--- src/rtl/l1_mmu_arbiter.sv ---
// N-channel arbiter between the L1 caches and the single l1mmu line port.
// Grants are registered and locked for the whole transaction; completion is a one-cycle ch_done.
module l1_mmu_arbiter #(
   parameter int N_CH   = 2,
   parameter int ADDR_W = 32,
   parameter int LINE_W = 256,
   parameter int RR_EN  = 1,
   localparam int ID_W  = (N_CH > 1) ? $clog2(N_CH) : 1
) (
   input  logic                     sys_clk,
   input  logic                     rst_n,
   input  logic [N_CH-1:0]          ch_req_read,
   input  logic [N_CH-1:0]          ch_req_write,
   input  logic [N_CH*ADDR_W-1:0]   ch_req_addr,
   input  logic [N_CH*LINE_W-1:0]   ch_write_data,
   output logic [N_CH-1:0]          ch_done,
   output logic [LINE_W-1:0]        ch_read_data,
   output logic                     mmu_req_read,
   output logic                     mmu_req_write,
   output logic [ADDR_W-1:0]        mmu_req_addr,
   output logic [LINE_W-1:0]        mmu_write_data,
   input  logic                     mmu_done,
   input  logic [LINE_W-1:0]        mmu_read_data,
   output logic                     busy,
   output logic [ID_W-1:0]          grant_id
);

   typedef enum logic [1:0] {
      ST_IDLE = 2'd0,
      ST_BUSY = 2'd1,
      ST_RESP = 2'd2
   } state_e;

   state_e              state_q, state_d;
   logic [ID_W-1:0]     rr_q, rr_d;
   logic [ID_W-1:0]     gnt_q, gnt_d;
   logic                rd_q, rd_d;
   logic                wr_q, wr_d;
   logic [ADDR_W-1:0]   addr_q, addr_d;
   logic [LINE_W-1:0]   wdata_q, wdata_d;
   logic [LINE_W-1:0]   rdata_q, rdata_d;
   logic [N_CH-1:0]     done_q, done_d;
   logic                busy_q, busy_d;

   logic [N_CH-1:0]     req_s;
   logic [ID_W-1:0]     idx_s;
   logic [ID_W-1:0]     win_id_s;
   logic                win_found_s;
   logic [ADDR_W-1:0]   win_addr_s;
   logic [LINE_W-1:0]   win_wdata_s;

   // Winner search: upward from the rr pointer with wrap, or lowest index when RR is off.
   always_comb begin
      req_s       = ch_req_read | ch_req_write;
      win_found_s = 1'b0;
      win_id_s    = '0;
      idx_s       = '0;
      for (int k = 0; k < N_CH; k++) begin
         if (RR_EN != 0) begin
            idx_s = ID_W'((int'(rr_q) + k) % N_CH);
         end else begin
            idx_s = ID_W'(k);
         end
         if (!win_found_s && req_s[idx_s]) begin
            win_found_s = 1'b1;
            win_id_s    = idx_s;
         end else begin
            win_found_s = win_found_s;
         end
      end
   end

   // Select the winning channel's address and write line.
   always_comb begin
      win_addr_s  = '0;
      win_wdata_s = '0;
      for (int k = 0; k < N_CH; k++) begin
         if (win_id_s == ID_W'(k)) begin
            win_addr_s  = ch_req_addr[k*ADDR_W +: ADDR_W];
            win_wdata_s = ch_write_data[k*LINE_W +: LINE_W];
         end else begin
            win_addr_s  = win_addr_s;
         end
      end
   end

   // Transaction FSM: next state and next values of every registered output.
   always_comb begin
      state_d = state_q;
      rr_d    = rr_q;
      gnt_d   = gnt_q;
      rd_d    = rd_q;
      wr_d    = wr_q;
      addr_d  = addr_q;
      wdata_d = wdata_q;
      rdata_d = rdata_q;
      done_d  = '0;
      busy_d  = busy_q;
      case (state_q)
         ST_IDLE: begin
            busy_d = 1'b0;
            if (win_found_s) begin
               state_d = ST_BUSY;
               gnt_d   = win_id_s;
               addr_d  = win_addr_s;
               wdata_d = win_wdata_s;
               // Write wins when a channel raises both request lines.
               wr_d    = ch_req_write[win_id_s];
               rd_d    = ch_req_read[win_id_s] & ~ch_req_write[win_id_s];
               busy_d  = 1'b1;
            end else begin
               state_d = ST_IDLE;
            end
         end
         ST_BUSY: begin
            if (mmu_done) begin
               state_d        = ST_RESP;
               rdata_d        = mmu_read_data;
               rd_d           = 1'b0;
               wr_d           = 1'b0;
               done_d[gnt_q]  = 1'b1;
            end else begin
               state_d = ST_BUSY;
            end
         end
         ST_RESP: begin
            state_d = ST_IDLE;
            busy_d  = 1'b0;
            if (gnt_q == ID_W'(N_CH - 1)) begin
               rr_d = '0;
            end else begin
               rr_d = gnt_q + ID_W'(1);
            end
         end
         default: begin
            state_d = ST_IDLE;
            rd_d    = 1'b0;
            wr_d    = 1'b0;
            busy_d  = 1'b0;
         end
      endcase
   end

   // State and output registers; reset drops any in-flight request at once.
   always_ff @(posedge sys_clk or negedge rst_n) begin
      if (!rst_n) begin
         state_q <= ST_IDLE;
         rr_q    <= '0;
         gnt_q   <= '0;
         rd_q    <= 1'b0;
         wr_q    <= 1'b0;
         addr_q  <= '0;
         wdata_q <= '0;
         rdata_q <= '0;
         done_q  <= '0;
         busy_q  <= 1'b0;
      end else begin
         state_q <= state_d;
         rr_q    <= rr_d;
         gnt_q   <= gnt_d;
         rd_q    <= rd_d;
         wr_q    <= wr_d;
         addr_q  <= addr_d;
         wdata_q <= wdata_d;
         rdata_q <= rdata_d;
         done_q  <= done_d;
         busy_q  <= busy_d;
      end
   end

   assign ch_done        = done_q;
   assign ch_read_data   = rdata_q;
   assign mmu_req_read   = rd_q;
   assign mmu_req_write  = wr_q;
   assign mmu_req_addr   = addr_q;
   assign mmu_write_data = wdata_q;
   assign busy           = busy_q;
   assign grant_id       = gnt_q;

endmodule

--- config.mk ---
export PLATFORM = sky130hd
export DESIGN_NAME = l1_mmu_arbiter
export DESIGN_NICKNAME = d
export VERILOG_FILES = /design/src/rtl/l1_mmu_arbiter.sv
export SDC_FILE = /design/constraint.sdc
export NUM_CORES = 1
export LEC_CHECK = 0
export CAP_MARGIN = 20
export CORE_AREA = 3 3 532 534
export DETAILED_ROUTE_END_ITERATION = 10
export DIE_AREA = 0 0 535 537
export PLACE_DENSITY = 0.3
export SLEW_MARGIN = 20
export SYNTH_ARGS = -nofsm -noshare
export SYNTH_HDL_FRONTEND = slang
export SYNTH_SLANG_ARGS = --single-unit
--- constraint.sdc ---
create_clock -name sys_clk -period 1.85 [get_ports sys_clk]
set_clock_uncertainty 0.15 [all_clocks]
set_input_delay 0.37 -clock sys_clk [delete_from_list [all_inputs] [get_ports sys_clk]]
set_output_delay 0.37 -clock sys_clk [all_outputs]
set_load 0.03 [all_outputs]
[After elaboration in Yosys (flattened, before gate mapping)]
Cells that the tools add are included.
Word-level totals
  flip-flop bits (word level): 553
  input port bits: 839
  output and inout port bits: 550
Cells by class
  add/sub/neg operators: 2
  magnitude comparators: 5
  eq/ne operators: 4
  muxes and demuxes: 29
  bitwise operators: 4
  reductions and logical operators: 7
Operator list (count)
  2-to-1 mux 256 bit: 1
  2-to-1 mux 32 bit: 1
  2-to-1 mux 1 bit: 19
  < comparator 1 x 2 -> 1 bit (second input constant): 4
  2-to-1 mux 2 bit: 3
  case mux 1 bit (3 select lines): 2
  != test 2 bit (second input constant): 2
  case mux 2 bit (2 select lines): 1
  AND reduction 2 bit: 2
  AND reduction 3 bit: 1
  adder 1 bit (second input constant): 2
  equality test 2 x 1 -> 1 bit (second input constant): 1
  equality test 2 bit (second input constant): 1
  logical AND 1 bit: 2
  zero test 2 bit: 1
  NOT 1 bit: 2
  bitwise OR 2 bit: 1
  case mux 1 bit (2 select lines): 1
  AND 1 bit: 1
  demux 1 bit (select 1 bit): 1
  greater-or-equal comparator 1 bit (second input constant): 1
  zero test 1 bit: 1

[Longest topological paths before layout]
Gate-level depths: netlist of the first run.
  word-level depth: 13
  gate-level depth with buffers: 7

[Worst setup path before layout of the first run]
Ideal clock, no wire load.
  path kind: input -> register
  from: input ch_req_write[1]
  to: register wdata_q[54], in the netlist mmu_write_data[54]
  library setup time: 0.122 ns
  arrival time: 1.579 ns
  slack: -0.001 ns
  stages on the path: 7
  path buffers: 3
  cells stage by stage: or4_4 -> and2_1 -> buf_6 -> buf_6 -> buf_6 -> nor2_2 -> a21oi_1
On the way
  cells in the longest elaborated chain, start to end: 8
  elaborated cells between the ends (all ways): 13
  those cells by class: mux (9); bitwise (1); reduce/logical (3)
Ends and longest elaborated chain
  start: declaration: RTL line 13  | input logic [N_CH-1:0] ch_req_write,
  bitwise OR 2 bit (*): RTL line 54  | req_s = ch_req_read | ch_req_write;
  2-to-1 mux 1 bit (implied by the code) (2 in series): RTL line 64  | if (!win_found_s && req_s[idx_s]) begin
  2-to-1 mux 1 bit: RTL line 64
  zero test 1 bit: RTL line 64
  logical AND 1 bit: RTL line 64
  2-to-1 mux 1 bit: RTL line 64
  2-to-1 mux 256 bit / AND reduction 2 bit (equally long branches)
  end signal: assignment: RTL line 164  | wdata_q <= wdata_d;
  end: declaration: RTL line 40  | logic [LINE_W-1:0] wdata_q, wdata_d;
Every way passes the cells marked *; elsewhere a longest branch is shown, timed or not. The select of a mux whose other input is x is not followed.
A chain may end at the register's enable or synchronous reset.

[Worst setup path after layout of the first run]
  from: register rr_q
  to: register wdata_q[243], in the netlist mmu_write_data[243]
On the way
  cells in the longest elaborated chain, start to end: 7
  elaborated cells between the ends (all ways): 13
  those cells by class: add/sub (1); mux (9); reduce/logical (3)
Ends and longest elaborated chain
  start: declaration: RTL line 35  | logic [ID_W-1:0] rr_q, rr_d;
  start signal: assignment: RTL line 159  | rr_q <= rr_d;
  2-to-1 mux 1 bit (implied by the code) (2 in series): RTL line 64
  2-to-1 mux 1 bit: RTL line 64
  zero test 1 bit: RTL line 64
  logical AND 1 bit: RTL line 64
  2-to-1 mux 1 bit: RTL line 64
  2-to-1 mux 256 bit / AND reduction 2 bit (equally long branches)
Several ways; a longest one is shown, not always the timed one. The select of a mux whose other input is x is not followed.

==> impl_results.rst, run 1 <==
.. list-table::
   :header-rows: 1

   * - Metric
     - Value
   * - Detailed placer's ending HPWL
     - 189000 um
   * - Kind of end point of the critical path
     - flip-flop
   * - Final ANT Viol Nets
     - 0
   * - Slowest CP cell
     - sky130_fd_sc_hd__dfrtp_1
   * - Failing checks
     - negative setup slack
   * - Number of fill cells in the layout
     - 30056
   * - Final WL
     - 245000 um
   * - Final non-filler cell area
     - 0.0614 mm2
   * - Die Ht
     - 537 um
   * - Net switching power of the design
     - roughly 53 mW
   * - Final critical delay including setup and external delays
     - 1970 ps
   * - Post-synthesis to final-layout area growth
     - 168%
   * - Floorplan die width
     - 535 um
   * - Final worst-path cycle share
     - 106%
   * - Setup slack of the critical path after layout
     - -118 ps
   * - Boundary pin count
     - approximately 1400
   * - Max-capacitance violation count
     - 0
   * - Total Die Area
     - 0.287 mm2
   * - Net count of the finished layout
     - 5362
   * - Comb pwr share
     - 64.1%
   * - Run status
     - complete, but fails checks
   * - Worst Hold Path EP
     - mmu_write_data[0]
   * - Hold_sp
     - ch_write_data[0]
   * - Library cell used as clock root buffer
     - sky130_fd_sc_hd__clkbuf_16
   * - Cells along the critical path
     - o21bai_4 -> buf_6 -> nand2_8 -> buf_16 -> buf_4 -> nand2_1 -> a21oi_1
   * - Maximum buffer depth of the clock tree
     - 4
   * - Post-synthesis instance area
     - 0.0229 mm2
   * - CTS sink cnt
     - 553
   * - Number of cells produced by synthesis
     - ~2100
   * - Synth area leaders
     - sky130_fd_sc_hd__dfrtp_1, sky130_fd_sc_hd__a21oi_1, sky130_fd_sc_hd__mux2_2, sky130_fd_sc_hd__nand2_1, sky130_fd_sc_hd__nor2_1
   * - Fraction of the yosys area taken by sequential cells
     - 60.4%
   * - Final max-slew violation count
     - 0
   * - Detailed router's first-iteration violation count
     - 1151
   * - Leading area contributor after synthesis
     - sky130_fd_sc_hd__dfrtp_1
   * - Number of synthesized register bits
     - 553
   * - Leakage
     - 25.0 nW
   * - Overall track demand over capacity in global routing
     - 15.1%
   * - Setup tns final
     - -24690 ps
   * - PwrDens
     - 1930 mW/mm2
   * - Count of standard-cell rows
     - 194
   * - Htree depth
     - 3
   * - Relative slew slack
     - between 60% and 70%
   * - Classification of the worst setup path
     - flip-flop to flip-flop
   * - Worst Reg-to-Reg Cells
     - 7
   * - Via count of the routed design
     - 27469
   * - Largest stage delay on the critical path
     - between 300 and 400 ps
   * - Required time reported for the critical path endpoint
     - about 2400 ps
   * - Flop pwr share
     - 20.8%
   * - Worst r2r src
     - rr_q
   * - Wire length of the first global-routing pass
     - 288000 um
   * - Aggregate global routing overflow
     - 0
   * - Dpl ws
     - -759 ps
   * - CTS tree
     - yes
   * - Synthesized area per cell
     - 10.7 um2
   * - Largest net degree at the start of global routing
     - 71
   * - Detail-routed net length per standard cell
     - 29.3 um
   * - Area of the core
     - 0.279 mm2
   * - Initial Utilization
     - 8.22%
   * - Residual DRC
     - 0
   * - Via/cell ratio
     - 3.29
   * - Sort of element at the start of the critical path
     - flip-flop
   * - Total count of hold-check failures in the final report
     - 0
   * - Number of different library cells in the post-synthesis netlist
     - 23
   * - Number of cells traversed by the worst hold path
     - 3
   * - Signal arrival time at the worst endpoint
     - between 2000 and 2500 ps
   * - Gp weighted congestion
     - 0.845
   * - Type of the worst min-delay path
     - primary input to flip-flop
   * - Pint
     - 65.7 mW
   * - Part of the total power dissipated in the clock network
     - 15.1%
   * - Total clock buffers created by CTS
     - 87
   * - Initial DRT Pass Iterations
     - 5
   * - Placed Instance Area
     - 0.0442 mm2
   * - Maximum vdd drop
     - 0.801 mV
   * - Net count after synthesis
     - 2988
   * - IO Port Bufs
     - 1388
   * - Synth Warn #
     - 0
   * - Via count of the first global-routing pass
     - 28159
   * - Setup repair after global routing missed its margin
     - true
   * - Fmax
     - just over 500 MHz
   * - Register-to-register setup slack
     - -120 ps
   * - Number of antenna violations at the first check in global routing
     - 169
   * - Clock-pin slew reported for the worst setup and hold paths after clock tree synthesis
     - 60 ps
   * - Worst-skew pair later-pin latency
     - 810 ps
   * - Top fanout value on the critical path
     - 5
   * - Slew of the pin with the lowest slew margin
     - 461 ps
   * - Core occupancy in the finished layout
     - around 22%
   * - Fraction of layout cells with a size suffix above 1
     - 44.8%
   * - Share of Yosys cell area claimed by the top area cell type
     - 60.4%
   * - Fraction of power spent switching nets
     - 44.7%
   * - Setup Viol. Count Final
     - 646
   * - Endpoint of the worst register-to-register path
     - mmu_write_data[243]
## synth_stat cells
cell and instances:
sky130_fd_sc_hd__a21oi_1 578, sky130_fd_sc_hd__dfrtp_1 553, sky130_fd_sc_hd__nand2_1 295, sky130_fd_sc_hd__nor2_1 259
sky130_fd_sc_hd__mux2_2 256, sky130_fd_sc_hd__buf_2 84, sky130_fd_sc_hd__clkbuf_1 36, sky130_fd_sc_hd__nor2_2 30
sky130_fd_sc_hd__buf_6 25, sky130_fd_sc_hd__buf_1 8, sky130_fd_sc_hd__nor2b_1 4, sky130_fd_sc_hd__and2_1 3
sky130_fd_sc_hd__buf_4 3, sky130_fd_sc_hd__nand2b_1 3, sky130_fd_sc_hd__o21ai_0 3, sky130_fd_sc_hd__o21bai_1 2
sky130_fd_sc_hd__a22o_1 1, sky130_fd_sc_hd__and3_1 1, sky130_fd_sc_hd__nand2_2 1, sky130_fd_sc_hd__o221ai_1 1
sky130_fd_sc_hd__o31ai_1 1, sky130_fd_sc_hd__or2_2 1, sky130_fd_sc_hd__or4_4 1
## placed cells by master, fill, tap and decap left out, types with 46 or more instances in the layout
| master | Yosys | routed |
|---|---|---|
| sky130_fd_sc_hd__clkbuf_16 | 0 | 142 |
| sky130_fd_sc_hd__dlygate4sd3_1 | 0 | 510 |
| sky130_fd_sc_hd__dfrtp_1 | 553 | 487 |
| sky130_fd_sc_hd__nor2_1 | 259 | 224 |
| sky130_fd_sc_hd__a21oi_2 | 0 | 265 |
| sky130_fd_sc_hd__mux2_4 | 0 | 129 |
| sky130_fd_sc_hd__buf_6 | 25 | 450 |
| sky130_fd_sc_hd__buf_4 | 3 | 268 |
| sky130_fd_sc_hd__nand2_1 | 295 | 201 |
| sky130_fd_sc_hd__mux2_2 | 256 | 127 |
| sky130_fd_sc_hd__nand2_4 | 0 | 67 |
| sky130_fd_sc_hd__a21oi_4 | 0 | 78 |
| sky130_fd_sc_hd__dfrtp_2 | 0 | 66 |
| sky130_fd_sc_hd__a21oi_1 | 578 | 235 |
| sky130_fd_sc_hd__buf_12 | 0 | 237 |
| sky130_fd_sc_hd__nor2_2 | 30 | 46 |
| sky130_fd_sc_hd__diode_2 | 0 | 51 |
| sky130_fd_sc_hd__clkdlybuf4s50_1 | 0 | 837 |
## routing by layer
metal	vias up	global-route usage, %	wire, um
li1	12164	-	-
met1	13511	18.5	102000
met2	1258	24.1	110000
met3	396	7.36	25500
met4	140	2.82	5720
met5	-	0	928
## worst max-delay path: cells and delay by family, from the launching register on
family	cells	cell delay, ps
buf+inv	3	430
flops	1	390
simple gates	2	410
compound gates	2	420
## flip-flops by register name (all words and copies together) (netlist names)
register / cells
busy: 1
ch_done: 2
ch_read_data: 256
grant_id: 1
mmu_req_addr: 32
mmu_req_read: 1
mmu_req_write: 1
mmu_write_data: 256
rr_q: 1
state_q: 2
## area by class of cell
type	instances	area (um2)	area share [%]
repair buffers	2440	28400	46.2
flip-flops and latches	553	13900	22.7
multi-input cells	1441	11400	18.5
well taps	3724	4660	7.58
clock buffers	120	2410	3.92
clock inverters	30	546	0.888
diodes	51	128	0.208
## worst max-delay path by stage
stage / to / slack [ps] / startpoint
after floorplan: mmu_write_data[54] / 8 / ch_req_write[1]
after global placement: mmu_write_data[17] / -720 / ch_req_write[1]
after detailed placement: mmu_write_data[209] / -760 / ch_req_write[1]
after CTS: mmu_write_data[240] / -250 / mmu_write_data[240]
after global routing: mmu_write_data[240] / -210 / mmu_write_data[240]
final: mmu_write_data[243] / -120 / rr_q
## cells by family (layout without fill, tap and decap cells)
family / after synthesis / in the layout / share of synthesized area [%]
compound gates: 586 / 586 / 12.9
simple gates: 598 / 599 / 10.3
flops: 553 / 553 / 60.4
other cells: 0 / 51 / 0
mux: 256 / 256 / 12.6
buf+inv: 156 / 2590 / 3.88
## power groups by stage
stage | sequential [mW] | combinational, mW | clock (mW)
3_3_place_gp | 23.8 | 57.2 | 0
3_5_place_dp | 23.8 | 57.1 | 0
6_report | 24.7 | 76.2 | 17.9
2_1_floorplan | 33.8 | 12.6 | 0
5_1_grt | 25.4 | 80.0 | 19.0
4_1_cts | 24.6 | 65.1 | 18.7
## timing repair
action	in CTS	in global routing
setup endpoints to repair	937	1066
buffers inserted	130	118
pin swaps	40	212
gates cloned	25	73
hold buffers	511	0
resized for setup	2392	885
endpoints found under the hold margin	1010	0
## metrics by stage
stage	hold slack (ps)	instances	power [mW]
detailed placement	102	7323	80.9
global placement	104	7323	81.0
global route	23.6	8327	124
finish	72.6	8359	119
floorplan	-75.6	2149	46.5
CTS	0.0570	8139	108
(Power assumes the default switching activity.)
==> run 2: changes to the inputs <==
--- a/config.mk
+++ b/config.mk
@@ -10,7 +10,7 @@
 export DETAILED_ROUTE_END_ITERATION = 10
 export DIE_AREA = 0 0 535 537
 export PLACE_DENSITY = 0.3
-export SLEW_MARGIN = 20
+export SLEW_MARGIN = 10
 export SYNTH_ARGS = -nofsm -noshare
 export SYNTH_HDL_FRONTEND = slang
 export SYNTH_SLANG_ARGS = --single-unit
==> results of run 2 <==
No change in the layout: final DEF, timing and power equal those of run 1.
